===== src/rtl/fifo_rd_arb.sv =====
// Read-side scheduler for the async FIFO: round-robin, burst-granular sharing of the
// single pop port among NREQ consumers, with owner tagging and stall timeout.
module fifo_rd_arb #(
  parameter int NREQ    = 4,
  parameter int IDW     = 2,
  parameter int DSIZE   = 8,
  parameter int BLEN_W  = 4,
  parameter int TIMEOUT = 16
) (
  input  logic                     rclk,
  input  logic                     rrst,
  input  logic [NREQ-1:0]          req,
  input  logic [NREQ*BLEN_W-1:0]   req_len,
  output logic [NREQ-1:0]          gnt,
  input  logic                     rempty,
  output logic                     rinc,
  input  logic [DSIZE-1:0]         rdata,
  input  logic                     dout_rdy,
  output logic [DSIZE-1:0]         dout,
  output logic                     dout_vld,
  output logic [IDW-1:0]           dout_id,
  output logic                     done,
  output logic                     done_short,
  output logic                     busy
);

  localparam int SW = (TIMEOUT > 2) ? $clog2(TIMEOUT) : 1;

  localparam logic [1:0] ST_IDLE  = 2'd0;
  localparam logic [1:0] ST_BURST = 2'd1;
  localparam logic [1:0] ST_DONE  = 2'd2;

  logic [1:0]        state;
  logic [BLEN_W-1:0] cnt;
  logic [SW-1:0]     stall;
  logic [IDW-1:0]    rr_ptr;

  logic              pick_found;
  logic [IDW-1:0]    pick_idx;
  logic [BLEN_W-1:0] pick_len;
  logic [NREQ-1:0]   pick_onehot;

  // Scan starts just after the last winner so a pending requester is never skipped twice.
  always_comb begin
    pick_found = 1'b0;
    pick_idx   = '0;
    for (int k = 1; k <= NREQ; k++) begin
      logic [IDW-1:0] cand;
      cand = IDW'((int'(rr_ptr) + k) % NREQ);
      if (!pick_found && req[cand]) begin
        pick_found = 1'b1;
        pick_idx   = cand;
      end
    end
  end

  assign pick_len    = req_len[pick_idx*BLEN_W +: BLEN_W];
  assign pick_onehot = {{(NREQ-1){1'b0}}, 1'b1} << pick_idx;

  // Gated by rrst so that no word is lost from the FIFO during a reset cycle.
  assign rinc     = (state == ST_BURST) && !rrst && !rempty && dout_rdy;
  assign dout_vld = rinc;
  assign dout     = rdata;
  assign busy     = (state != ST_IDLE);

  always_ff @(posedge rclk) begin
    if (rrst) begin
      state      <= ST_IDLE;
      gnt        <= '0;
      dout_id    <= '0;
      cnt        <= '0;
      stall      <= '0;
      rr_ptr     <= IDW'(NREQ - 1);
      done       <= 1'b0;
      done_short <= 1'b0;
    end else begin
      done       <= 1'b0;
      done_short <= 1'b0;
      case (state)
        ST_IDLE: begin
          if (pick_found) begin
            gnt     <= pick_onehot;
            dout_id <= pick_idx;
            rr_ptr  <= pick_idx;
            cnt     <= pick_len;
            stall   <= '0;
            // A zero-length request still completes a handshake so the requester sees done.
            if (pick_len == '0) begin
              state <= ST_DONE;
              done  <= 1'b1;
            end else begin
              state <= ST_BURST;
            end
          end
        end
        ST_BURST: begin
          if (rinc) begin
            cnt   <= cnt - BLEN_W'(1);
            stall <= '0;
            if (cnt == BLEN_W'(1)) begin
              state <= ST_DONE;
              gnt   <= '0;
              done  <= 1'b1;
            end
          end else if (stall == SW'(TIMEOUT - 1)) begin
            state      <= ST_DONE;
            gnt        <= '0;
            done       <= 1'b1;
            done_short <= 1'b1;
          end else begin
            stall <= stall + SW'(1);
          end
        end
        ST_DONE: begin
          state <= ST_IDLE;
          gnt   <= '0;
        end
        default: begin
          state <= ST_IDLE;
          gnt   <= '0;
        end
      endcase
    end
  end

endmodule


===== config.mk =====
export PLATFORM = sky130hd
export DESIGN_NAME = fifo_rd_arb
export DESIGN_NICKNAME = d
export VERILOG_FILES = /design/src/rtl/fifo_rd_arb.sv
export SDC_FILE = /design/constraint.sdc
export NUM_CORES = 1
export LEC_CHECK = 0
export CAP_MARGIN = 10
export CORE_ASPECT_RATIO = 0.8
export CORE_UTILIZATION = 38
export CTS_BUF_LIST = sky130_fd_sc_hd__clkbuf_16
export DETAILED_ROUTE_END_ITERATION = 8
export GPL_TIMING_DRIVEN = 0
export PLACE_DENSITY = 0.76
export SLEW_MARGIN = 20
export SYNTH_ARGS = -nofsm -noshare
export SYNTH_HDL_FRONTEND = slang
export SYNTH_SLANG_ARGS = --single-unit

===== constraint.sdc =====
create_clock -name rclk -period 2.2 [get_ports rclk]
set_input_delay 0.33 -clock rclk [delete_from_list [all_inputs] [get_ports rclk]]
set_output_delay 0.33 -clock rclk [all_outputs]
set_load 0.1 [all_outputs]

==> summary.md <==
| Metric | Value |
|---|---|
| Status | finished clean |
| Max-slew violations | 0 |
| Worst Path Buf+Inv | 2 |
| CTS Sinks | 20 |
| Final period util | 0.970 |
| Area Growth Syn to Fin | 58.7% |
| Post-synth cell types | 35 |
| Max rail drop VDD | 0.665 mV |
| Crit-path cells | buf_6, mux2i_4, o22ai_2, o21bai_4, buf_8, a21oi_2, a32oi_1, or4_4, a32o_1 |
| Yosys reg bits | 20 |
| PD cells | 1130 nW/um^2 |
| CTS Buf Count | 3 |
| Worst min-delay path category | reg -> reg |
| ANT cells | 0 |
| Crit path largest cell delay | 0.52 ns |
| Tot GR Track Use | 0.199 |
| Finished Layout Cells | 251 |
| Xor and xnor area share after synthesis | 0 |
| Simple-Gate Fraction of Synth Area | 0.261 |
| CP startpoint kind | register |
| I/O Pins | 51 |
| Post-synthesis mux area share | 0.00838 |
| Die Width | 64.7 um |
| Mapped Cells | 162 |
| Core area | 2870 sq um |
| FF-to-FF setup slack | 0.07 ns |
| Mapped Avg Cell Area | 7.38 sq um |
| Initial Util | 0.416 |
| CTS tree | yes |
| Detailed Route Iter0 Violations | 69 |
| Vias | 1343 |
| Wire length per cell | 13.0 um |
| Max frequency | 469 MHz |
| CTS Buffer Depth | 2 |
| Final hold vios | 0 |
| Critical Path End Type | register |
| Synth Area in Compound Gates | 0.252 |
| CP delay by family, top | compound AO/OA/AOI/OAI gates |
| Slew @ Worst Pin | 0.989 ns |
| Dpl hpwl | 2310 um |
| Die area | 3370 sq um |
| Total wire length | 3280 um |
| CP arrival | 2.28 ns |
| Total power draw | 2.13 mW |
| First-pass GRT wire length | 5080 um |
| Setup Viol. Count Final | 0 |
| Sequential cell area fraction in the yosys report | 0.335 |
| Placer Congestion | 0.769 |
| Slowest library cell on the worst path | or4_4 |
| Placement Cell Area | 1670 sq um |
| Clock slew seen by the registers of the worst setup and hold paths | 0.06 ns |
| Main combinational cell family by area after synthesis | simple AND/OR/NAND/NOR gates |
| Yosys warning total | 0 |
| Share of post-route cells with drive strength above 1 | 0.207 |
| Max FO, Critical Path | 8 |
| Leakage | 0.766 nW |
| Crit path time final | 2.13 ns |
| Post-Syn Area | 1190 sq um |
| Synthesized Nets | 197 |
| Final Net Count | 249 |
| Grt ovf | 0 |
| DRC viols | 0 |
| Clk root buf | clkbuf_16 |
| Largest net degree at the start of global routing | 13 |
| Initial antenna violation count | 0 |
| RSZ-0062 raised after global routing | true |
| WS Path Type | reg -> reg |
| First-pass iteration count of the detailed router | 4 |
| Final instance area | 1900 sq um |
| Clock skew | 0.00137 ns |
| Critical path required time | 2.35 ns |
| Routed vias/inst | 5.35 |
| Later-pin clock latency in the skew report | 0.25 ns |
| Worst Hold Slack | 0.480 ns |
| I/O Buffers | 42 |
| Slew headroom | 0.339 |
| Row cnt | 17 |
| Number of global-route vias before repair | 1231 |
| Die height | 52.2 um |
| MaxCap Viol Count | 0 |
| Placed cells | 242 |
| Antenna-violating nets left | 0 |
| Synthesized-area fraction occupied by adder cells | 0.0314 |
| CTS HTree Levels | 1 |
tightest hold or removal path, delay by kind of cell (launching register included):
kind / cells / cell delay, ns
AOI/OAI and AO/OA: 1 / 0.06
DFF: 1 / 0.31
and+or+nand+nor: 1 / 0.06
logic make-up after synthesis:
group	after synthesis
flip-flops	20
multiplexers	1
AND/OR/NAND/NOR	71
adder cells (fa/ha/maj)	3
buffers and inverters	20
AO/OA/AOI/OAI	47
where the power goes:
part | switching (mW) | internal (mW)
sequential | 0.0653 | 0.444
combinational | 0.733 | 0.396
clock | 0.135 | 0.361
total | 0.933 | 1.20
cell type report:
type | count | area, sq um
Timing Repair Buffer | 47 | 445
Buffer | 15 | 121
Clock buffer | 3 | 75.1
Tap cell | 38 | 47.5
Fill cell | 240 | 975
Inverter | 5 | 18.8
Clock inverter | 1 | 30.0
Sequential cell | 20 | 402
Multi-Input combinational cell | 122 | 757
stage by stage:
stage               TNS [ns]  setup WS, ns  utilization
detailed placement     -3.24        -0.571        0.582
global route         -0.0184       -0.0148        0.661
finish                     0        0.0661        0.661
CTS                        0      0.000161        0.642
floorplan                  0         0.161            -
global placement       -2.98        -0.566        0.582
cells in the final DEF (no fill, tap or decap), types with 2 or more instances in the layout:
master            n
a21oi_2           2
nand3_1           2
nor2_1           24
o32ai_1           2
clkdlybuf4s50_1  35
ha_1              3
clkbuf_2          2
nand2_1          26
a31oi_1           2
a32oi_2           2
clkbuf_16         3
nand2b_1          3
dlygate4sd2_1     2
a21oi_1          15
buf_4            16
a32oi_1           4
o22ai_2           2
inv_1             5
dfxtp_1          19
clkdlybuf4s15_2   2
buf_6             2
nor3_1            7
o21ai_0           8
path summary, 6_finish.rpt:
check / cells after the start / startpoint / end
hold reg to reg: 2 / dout_id[1] / dout_id[1]
setup / recovery: 9 / rr_ptr[1] / state[0]
hold / removal: 2 / dout_id[1] / dout_id[1]
setup reg to reg: 9 / rr_ptr[1] / state[0]
per-layer routing:
metal	track usage	wire length (um)
met1	0.237	1490
met2	0.349	1550
met3	0.0504	194
met4	0.0704	41
met5	0	0
registers in the layout, indices dropped and copies added, names as in the netlist:
signal,flops
done_short,1
dout_id,2
rr_ptr,2
cnt,4
stall,4
state,2
done,1
gnt,4
what timing repair did:
item / 4_1_cts / 5_1_grt
setup endpoints to repair: 6 / 3
pin swaps: 3 / 5
buffers inserted: 2 / 3
hold buffers: 0 / 0
resized for setup: 25 / 13
synthesized netlist by cell type:
master / count / area [sq um]
mux2i_1: 1 / 10.0
a2bb2oi_1: 1 / 8.76
or4_4: 1 / 11.3
clkbuf_1: 1 / 3.75
and2_1: 1 / 6.26
a221oi_1: 1 / 8.76
o32ai_1: 2 / 17.5
a31oi_1: 2 / 12.5
dfxtp_1: 20 / 400
a311oi_1: 1 / 8.76
buf_8: 1 / 15.0
or3_1: 1 / 6.26
nor2_1: 25 / 93.8
buf_2: 2 / 10.0
nor2_2: 1 / 6.26
a311o_1: 1 / 10.0
ha_1: 3 / 37.5
o22ai_1: 2 / 12.5
o21bai_1: 2 / 15.0
a21boi_0: 1 / 7.51
o21ai_0: 8 / 40.0
buf_4: 10 / 75.1
a32oi_1: 6 / 52.6
nand2_2: 1 / 6.26
nand2_1: 26 / 97.6
nand2b_1: 4 / 25.0
nor3_1: 7 / 35.0
and3_1: 1 / 6.26
a21oi_1: 18 / 90.1
a32o_1: 1 / 10.0
nand3b_1: 1 / 7.51
nand3_1: 2 / 10.0
inv_1: 5 / 18.8
buf_6: 1 / 11.3
a211oi_1: 1 / 7.51
(Power assumes the default switching activity.)
